<file path="src/rtl/ras_circ.sv">
// Circular return-address stack: push/pop/replace-top with flush, wrap-around
// overwrite of the oldest entry on overflow, and registered over/underflow pulses.
module ras_circ #(
    parameter int unsigned DEPTH = 2,
    parameter int unsigned VLEN  = 64,
    localparam int unsigned PtrW = (DEPTH > 1) ? $clog2(DEPTH) : 1,
    localparam int unsigned CntW = $clog2(DEPTH + 1)
) (
    input  logic            clk_i,
    input  logic            rst_ni,
    input  logic            flush_i,
    input  logic            push_i,
    input  logic            pop_i,
    input  logic [VLEN-1:0] data_i,
    output logic [VLEN-1:0] addr_o,
    output logic            valid_o,
    output logic [CntW-1:0] count_o,
    output logic            overflow_o,
    output logic            underflow_o
);

    localparam logic [PtrW-1:0] TpMax  = PtrW'(DEPTH - 1);
    localparam logic [CntW-1:0] CntMax = CntW'(DEPTH);

    logic [VLEN-1:0] mem_q [DEPTH];
    logic [PtrW-1:0] tp_q, tp_d;
    logic [CntW-1:0] cnt_q, cnt_d;
    logic            ovf_q, ovf_d;
    logic            unf_q, unf_d;

    logic [PtrW-1:0] tp_inc, tp_dec;
    logic            mem_we;
    logic [PtrW-1:0] mem_waddr;
    logic [VLEN-1:0] mem_wdata;
    logic            full, empty;

    always_comb begin
        // Explicit modulo so non-power-of-two depths wrap correctly.
        tp_inc    = (tp_q == TpMax) ? '0 : tp_q + PtrW'(1);
        tp_dec    = (tp_q == '0) ? TpMax : tp_q - PtrW'(1);
        full      = (cnt_q == CntMax);
        empty     = (cnt_q == '0);

        tp_d      = tp_q;
        cnt_d     = cnt_q;
        ovf_d     = 1'b0;
        unf_d     = 1'b0;
        mem_we    = 1'b0;
        mem_waddr = tp_q;
        mem_wdata = data_i;

        if (flush_i) begin
            tp_d  = '0;
            cnt_d = '0;
        end else if (push_i && pop_i) begin
            mem_we = 1'b1;
            if (empty) begin
                cnt_d = CntW'(1);
            end
        end else if (push_i) begin
            tp_d      = tp_inc;
            mem_we    = 1'b1;
            mem_waddr = tp_inc;
            if (full) begin
                ovf_d = 1'b1;
            end else begin
                cnt_d = cnt_q + CntW'(1);
            end
        end else if (pop_i) begin
            if (empty) begin
                unf_d = 1'b1;
            end else begin
                tp_d  = tp_dec;
                cnt_d = cnt_q - CntW'(1);
            end
        end
    end

    always_ff @(posedge clk_i or negedge rst_ni) begin
        if (!rst_ni) begin
            for (int i = 0; i < DEPTH; i++) begin
                mem_q[i] <= '0;
            end
            tp_q  <= '0;
            cnt_q <= '0;
            ovf_q <= 1'b0;
            unf_q <= 1'b0;
        end else begin
            if (mem_we) begin
                mem_q[mem_waddr] <= mem_wdata;
            end
            tp_q  <= tp_d;
            cnt_q <= cnt_d;
            ovf_q <= ovf_d;
            unf_q <= unf_d;
        end
    end

    // All outputs come from flops only; addr_o is unqualified, consumers gate with valid_o.
    assign addr_o      = mem_q[tp_q];
    assign valid_o     = (cnt_q != '0);
    assign count_o     = cnt_q;
    assign overflow_o  = ovf_q;
    assign underflow_o = unf_q;

`ifndef SYNTHESIS
    a_cnt_range: assert property (@(posedge clk_i) disable iff (!rst_ni) cnt_q <= CntMax);
    a_tp_range:  assert property (@(posedge clk_i) disable iff (!rst_ni) tp_q <= TpMax);
    a_pulse_excl: assert property (@(posedge clk_i) disable iff (!rst_ni) !(ovf_q && unf_q));
`endif

endmodule

</file>
<file path="config.mk">
export PLATFORM = sky130hd
export DESIGN_NAME = ras_circ
export DESIGN_NICKNAME = d
export VERILOG_FILES = /design/src/rtl/ras_circ.sv
export SDC_FILE = /design/constraint.sdc
export NUM_CORES = 1
export LEC_CHECK = 0
export CAP_MARGIN = 0
export CORE_ASPECT_RATIO = 0.8
export CORE_MARGIN = 8
export CORE_UTILIZATION = 50
export CTS_BUF_LIST = sky130_fd_sc_hd__clkbuf_16
export CTS_CLUSTER_DIAMETER = 120
export DETAILED_ROUTE_END_ITERATION = 10
export PLACE_DENSITY = 0.8
export REMOVE_ABC_BUFFERS = 1
export SKIP_CTS_REPAIR_TIMING = 1
export SLEW_MARGIN = 10
export SYNTH_ARGS = -nofsm -noshare
export SYNTH_HDL_FRONTEND = slang
export SYNTH_SLANG_ARGS = --single-unit
</file>
<file path="constraint.sdc">
create_clock -name clk_i -period 2.2 [get_ports clk_i]
set_input_delay 0.44 -clock clk_i [delete_from_list [all_inputs] [get_ports clk_i]]
set_output_delay 0.44 -clock clk_i [all_outputs]
set_load 0.05 [all_outputs]
</file>
### Yosys cells after proc, flatten, opt, wreduce, memory -nomap -nowiden

Index checks and enable logic that the tools add are counted.

| word-level totals | value |
|---|---|
| bits in latches | 0 |
| word-level logic and storage cells | 64 |
| memories kept | 0 |
| ROM bits | 0 |
| register bits after elaboration | 133 |
| RAM bits | 0 |

| operators by class | value |
|---|---|
| shift-type cells | 0 |
| magnitude comparators | 3 |
| reduce and logical (&&, ||, !) cells | 8 |
| equality and inequality tests | 6 |
| multiply operators | 0 |
| div/mod/pow operators | 0 |
| mux-type cells | 35 |
| bitwise logic cells | 2 |
| $add $sub $neg | 4 |

Operator list:

| operator | count |
|---|---|
| $mux W64 | 4 |
| $bwmux W128 | 1 |
| $demux W64 S1 | 1 |
| $mux W1 | 22 |
| $mux W2 | 7 |
| $ne A4 B3 Y1 const B | 2 |
| $ne A3 B3 Y1 const B | 2 |
| $ge A2 B2 Y1 const B | 2 |
| $not A1 Y2 | 2 |
| $reduce_and A4 Y1 | 1 |
| $reduce_bool A4 Y1 | 1 |
| $reduce_and A3 Y1 | 1 |
| $reduce_bool A3 Y1 | 1 |
| $add A2 B1 Y2 const B | 1 |
| $eq A2 B2 Y1 const B | 1 |
| $logic_and A1 B1 Y1 | 2 |
| $logic_not A2 Y1 | 1 |
| $lt A2 B1 Y1 const B | 1 |
| $ne A2 B2 Y1 const B | 1 |
| $reduce_bool A2 Y1 | 1 |
| $sub A2 B1 Y2 const B | 1 |
| $add A1 B1 Y1 const B | 1 |
| $sub A1 B1 Y1 const B | 1 |

### Logic depth before layout (Yosys ltp)

| logic depth | value |
|---|---|
| depth in word-level cells | 11 |
| gate-level depth with buffers | 5 |
| mapped depth without buffers | 3 |

### Least setup slack after synthesis

OpenSTA, ideal clock, no wires.

| timing | value |
|---|---|
| path type | register to output |
| start | register tp_q |
| end | output addr_o[0] |
| setup slack | 371 ps |
| path buffers | 2 |
| arrival | 1389 ps |
| required time | 1760 ps |
| cell stages (with the launch flop) | 4 |
| cells stage by stage | dfrtp_1 -> clkbuf_1 -> buf_2 -> mux2_2 |

| on the way | value |
|---|---|
| word-level cells in the longest chain between the ends | 4 |

Ends and longest elaborated chain:

| item | RTL line | RTL |
|---|---|---|
| start: declaration | 26 | `logic [PtrW-1:0] tp_q, tp_d;` |
| start signal: assignment | 92 | `tp_q <= tp_d;` |
| $not A1 Y2 (implied by the code) | 100 | `assign addr_o = mem_q[tp_q];` |
| $mux W64 (implied by the code) (3 in a row) | 100 |  |
| end: declaration | 15 | `output logic [VLEN-1:0] addr_o,` |

No other way between the ends. The select of a mux whose other input is x is not followed.

### Worst setup path after layout

| timing | value |
|---|---|
| start | register cnt_q[1], in the netlist count_o[1] |
| end | output count_o[1] |

RTL lines:

| item | RTL line | RTL |
|---|---|---|
| start: declaration | 27 | `logic [CntW-1:0] cnt_q, cnt_d;` |
| start signal: assignment | 93 | `cnt_q <= cnt_d;` |
| end: declaration | 17 | `output logic [CntW-1:0] count_o,` |

No word-level cell between the ends.

==> summary.txt <==
Power
  – Power, Total: 9730 uW
  – Max VDD drop: 817 uV
  – Logic pwr share: 37.3%
  – Seq pwr share: 35.3%
  – Clock network power share: 27.4%
  – Cell Pwr Density: 1250 nW/um^2
  – Internal power: 6260 uW
  – NetSw: 3470 uW
  – Net Sw Frac: 35.7%
  – Static Leakage: 0.00334 uW

Drt
  – Wire per inst: 18.7 um
  – Via density: 5.19
  – Top Layer Used: met4
  – Drt total wl: 12.7 mm
  – DR iter-0 viols: 121
  – M1 wire length: 5.88 mm
  – Antenna-violating nets left: 0
  – Via total after detailed routing: 3517
  – DRC viols: 0
  – Metal3 WL: 987 um
  – TritonRoute pass-1 iters: 4
  – Metal2 WL: 5.70 mm

CTS
  – CTS root buf: clkbuf_16
  – Num CTS Buffers: 17
  – Worst-Skew Late Latency: 0.41 ns
  – Clock Sinks: 133
  – Clk slew on worst S/H paths: 0.06 ns
  – CTS Buffer Depth: 2
  – CTS tree: yes
  – H-tree depth: 4

STA
  – Slew margin rel.: 65.9%
  – RSZ-0062 raised after global routing: false
  – Crit share post-route: 97.1%
  – Slew @ Worst Pin: 0.510 ns
  – Final setup violation count: 0
  – Fin crit period: 2.14 ns
  – Fmax: 468 MHz
  – Slew Limit Fails: 0
  – Setup Skew: 0.00368 ns
  – Final Hold Vio Count: 0
  – Final WS setup: 0.0630 ns

Global routing
  – Initial antenna violation count: 0
  – Gr usage total: 16.9%
  – Largest net degree at the start of global routing: 61
  – Grt ovf: 0
  – First-pass GRT wire length: 20.3 mm
  – Vias in the first global route: 4018

Setup path
  – CP Launch Type: flip-flop
  – Crit path arrival time: 1.70 ns
  – Worst r2r src: tp_q$_DFFE_PN0P_
  – CP startpoint: count_o[1]$_DFFE_PN0P_
  – Critical Path Slowest Stage Cell: clkdlybuf4s50_1
  – Critical path class: flip-flop to output pin
  – Crit path max fanout: 7
  – Worst Path Required: 1.76 ns
  – Critical Path Sink Type: output pin
  – Delay of the slowest critical-path stage: 0.85 ns
  – Worst-path cell chain: clkdlybuf4s50_1
  – Worst path top cell family by delay: buffers and inverters
  – WP buf/inv: 1

Floorplanning
  – Rows: 35
  – Core ar.: 11400 sq um
  – Top Ports: 138
  – Die width: 137 um
  – Initial core utilization: 50.9%
  – Die height: 112 um
  – Die ar.: 15400 sq um

Placed design
  – Pre-CTS WS: -0.0496 ns
  – Dpl cell area: 7220 sq um
  – Detailed-placement wirelength estimate: 8.82 mm
  – IO Port Bufs: 137
  – Placer's final routability congestion estimate: 0.711

Final layout
  – Final instance area: 7800 sq um
  – Multi-input gate area: 2320 sq um
  – Final Util: 68.3%
  – Fillcell total: 816
  – Ratio of cells with drive above 1 in the final layout: 57.2%
  – Register area: 3330 sq um
  – P&R area growth vs syn: 34.2%
  – Final #Nets: 586
  – N_diodes: 0

Synthesis
  – Sequential fraction of the synthesis area: 57.2%
  – Ys Warns: 0
  – Distinct cells, synth: 23
  – Cell count after synthesis: 368
  – Flops & latches, synth: 133
  – Synthesized area: 5820 sq um
  – Avg Cell Area, Syn: 15.8 sq um

Worst hold path
  – Worst Hold Class: flip-flop to flip-flop
  – HP Start: mem_q[1]$_DFFE_PN0P_

Flow run
  – Maxcap violations: 0

Run status
  – Status: completed
==> flip-flops by register name (all words and copies together), names as in the netlist <==
signal       flops
count_o          2
mem_q          128
overflow_o       1
tp_q             1
underflow_o      1
==> cells in the mapped netlist <==
cell      number  area [sq um]
and3b_1        1          8.76
xor2_1         1          8.76
nor4_1         1          6.26
buf_1          2          7.51
a21oi_1        2          10.0
dfrtp_1      133          3330
nor4b_1        1          8.76
nor3b_1        1          7.51
nor3_1         1          5.00
buf_2          4          20.0
nand2_1        1          3.75
clkbuf_1       1          3.75
a311oi_1       1          8.76
buf_6         12           135
nand2b_1       2          12.5
mux2_2       193          2170
nor2b_1        3          18.8
nor2_1         2          7.51
and2b_1        2          15.0
buf_4          1          7.51
nor2_2         1          6.26
or2_2          1          6.26
and3_1         1          6.26
==> power groups by stage <==
stage	registers, uW	logic [uW]	clock network (uW)
after floorplan	3400	2580	0
final	3440	3630	2660
after global routing	3530	3810	2830
after detailed placement	3470	3650	0
after global placement	3410	3600	0
after CTS	3440	3670	2720
==> worst paths after layout <==
path	slack, ns	depth (start not counted)	to
max	0.06	1	count_o[1]
min	0.50	1	mem_q[1]$_DFFE_PN0P_
max reg2reg	0.52	5	mem_q[20]$_DFFE_PN0P_
min reg2reg	0.50	1	mem_q[1]$_DFFE_PN0P_
max in group asynchronous	1.00	3	mem_q[63]$_DFFE_PN0P_
min in group asynchronous	0.51	2	mem_q[49]$_DFFE_PN0P_
==> logic make-up (layout without fill, tap and decap cells) <==
| logic type | after synthesis | in the layout | share of synthesized area (%) |
|---|---|---|---|
| flip-flops | 133 | 133 | 57.2 |
| AND/OR/NAND/NOR | 18 | 18 | 1.94 |
| multiplexers | 193 | 193 | 37.4 |
| buffers and inverters | 20 | 182 | 2.99 |
| AO/OA/AOI/OAI | 3 | 3 | 0.323 |
| XOR/XNOR | 1 | 1 | 0.151 |
==> area by class of cell <==
cell class              instances  area share, %
clock inverters                15           1.81
multi-input cells             215           29.7
clock buffers                  17           5.45
repair buffers                150           18.0
well taps                     148           2.37
flip-flops and latches        133           42.7
==> per-layer routing <==
layer | vias to the layer above | track usage [%]
met5 | - | 0
met4 | 0 | 5.92
met3 | 16 | 5.49
met2 | 112 | 25.1
met1 | 1771 | 22.7
li1 | 1618 | -
==> stage by stage <==
| step | TNS [ns] | instances | hold WS [ns] |
|---|---|---|---|
| 3_5_place_dp | -3.32 | 645 | 0.403 |
| 3_3_place_gp | 0 | 645 | 0.400 |
| 2_1_floorplan | -259.88 | 348 | 0.144 |
| 6_report | 0 | 678 | 0.499 |
| 5_1_grt | 0 | 678 | 0.515 |
| 4_1_cts | -0.172 | 677 | -0.0333 |
==> layout by cell type (no fill, tap or decap) <==
| master | netlist | routed |
|---|---|---|
| mux2_2 | 193 | 193 |
| dfrtp_1 | 133 | 132 |
| clkdlybuf4s50_1 | 0 | 70 |
| buf_4 | 1 | 70 |
| clkbuf_16 | 0 | 17 |
| buf_12 | 0 | 7 |
| clkinvlp_4 | 0 | 5 |
| nor2b_1 | 3 | 3 |
| clkinv_2 | 0 | 3 |
| nand2b_1 | 2 | 2 |
| nor2_1 | 2 | 2 |
| a21oi_1 | 2 | 2 |
| bufinv_16 | 0 | 2 |
| clkinv_1 | 0 | 2 |
| clkinv_4 | 0 | 2 |
| dlymetal6s2s_1 | 0 | 2 |
| or2_2 | 1 | 1 |
| and2b_1 | 2 | 1 |
| nor3b_1 | 1 | 1 |
| nor4b_1 | 1 | 1 |
| xor2_1 | 1 | 1 |
| nor2_4 | 0 | 1 |
| and2b_2 | 0 | 1 |
| nand2_1 | 1 | 1 |
| and3b_1 | 1 | 1 |
| nor3_1 | 1 | 1 |
| a311oi_1 | 1 | 1 |
| and3_1 | 1 | 1 |
| nor4_1 | 1 | 1 |
| inv_1 | 0 | 1 |
| dlygate4sd3_1 | 0 | 1 |
| dfrtp_2 | 0 | 1 |
(Power assumes the default switching activity.)
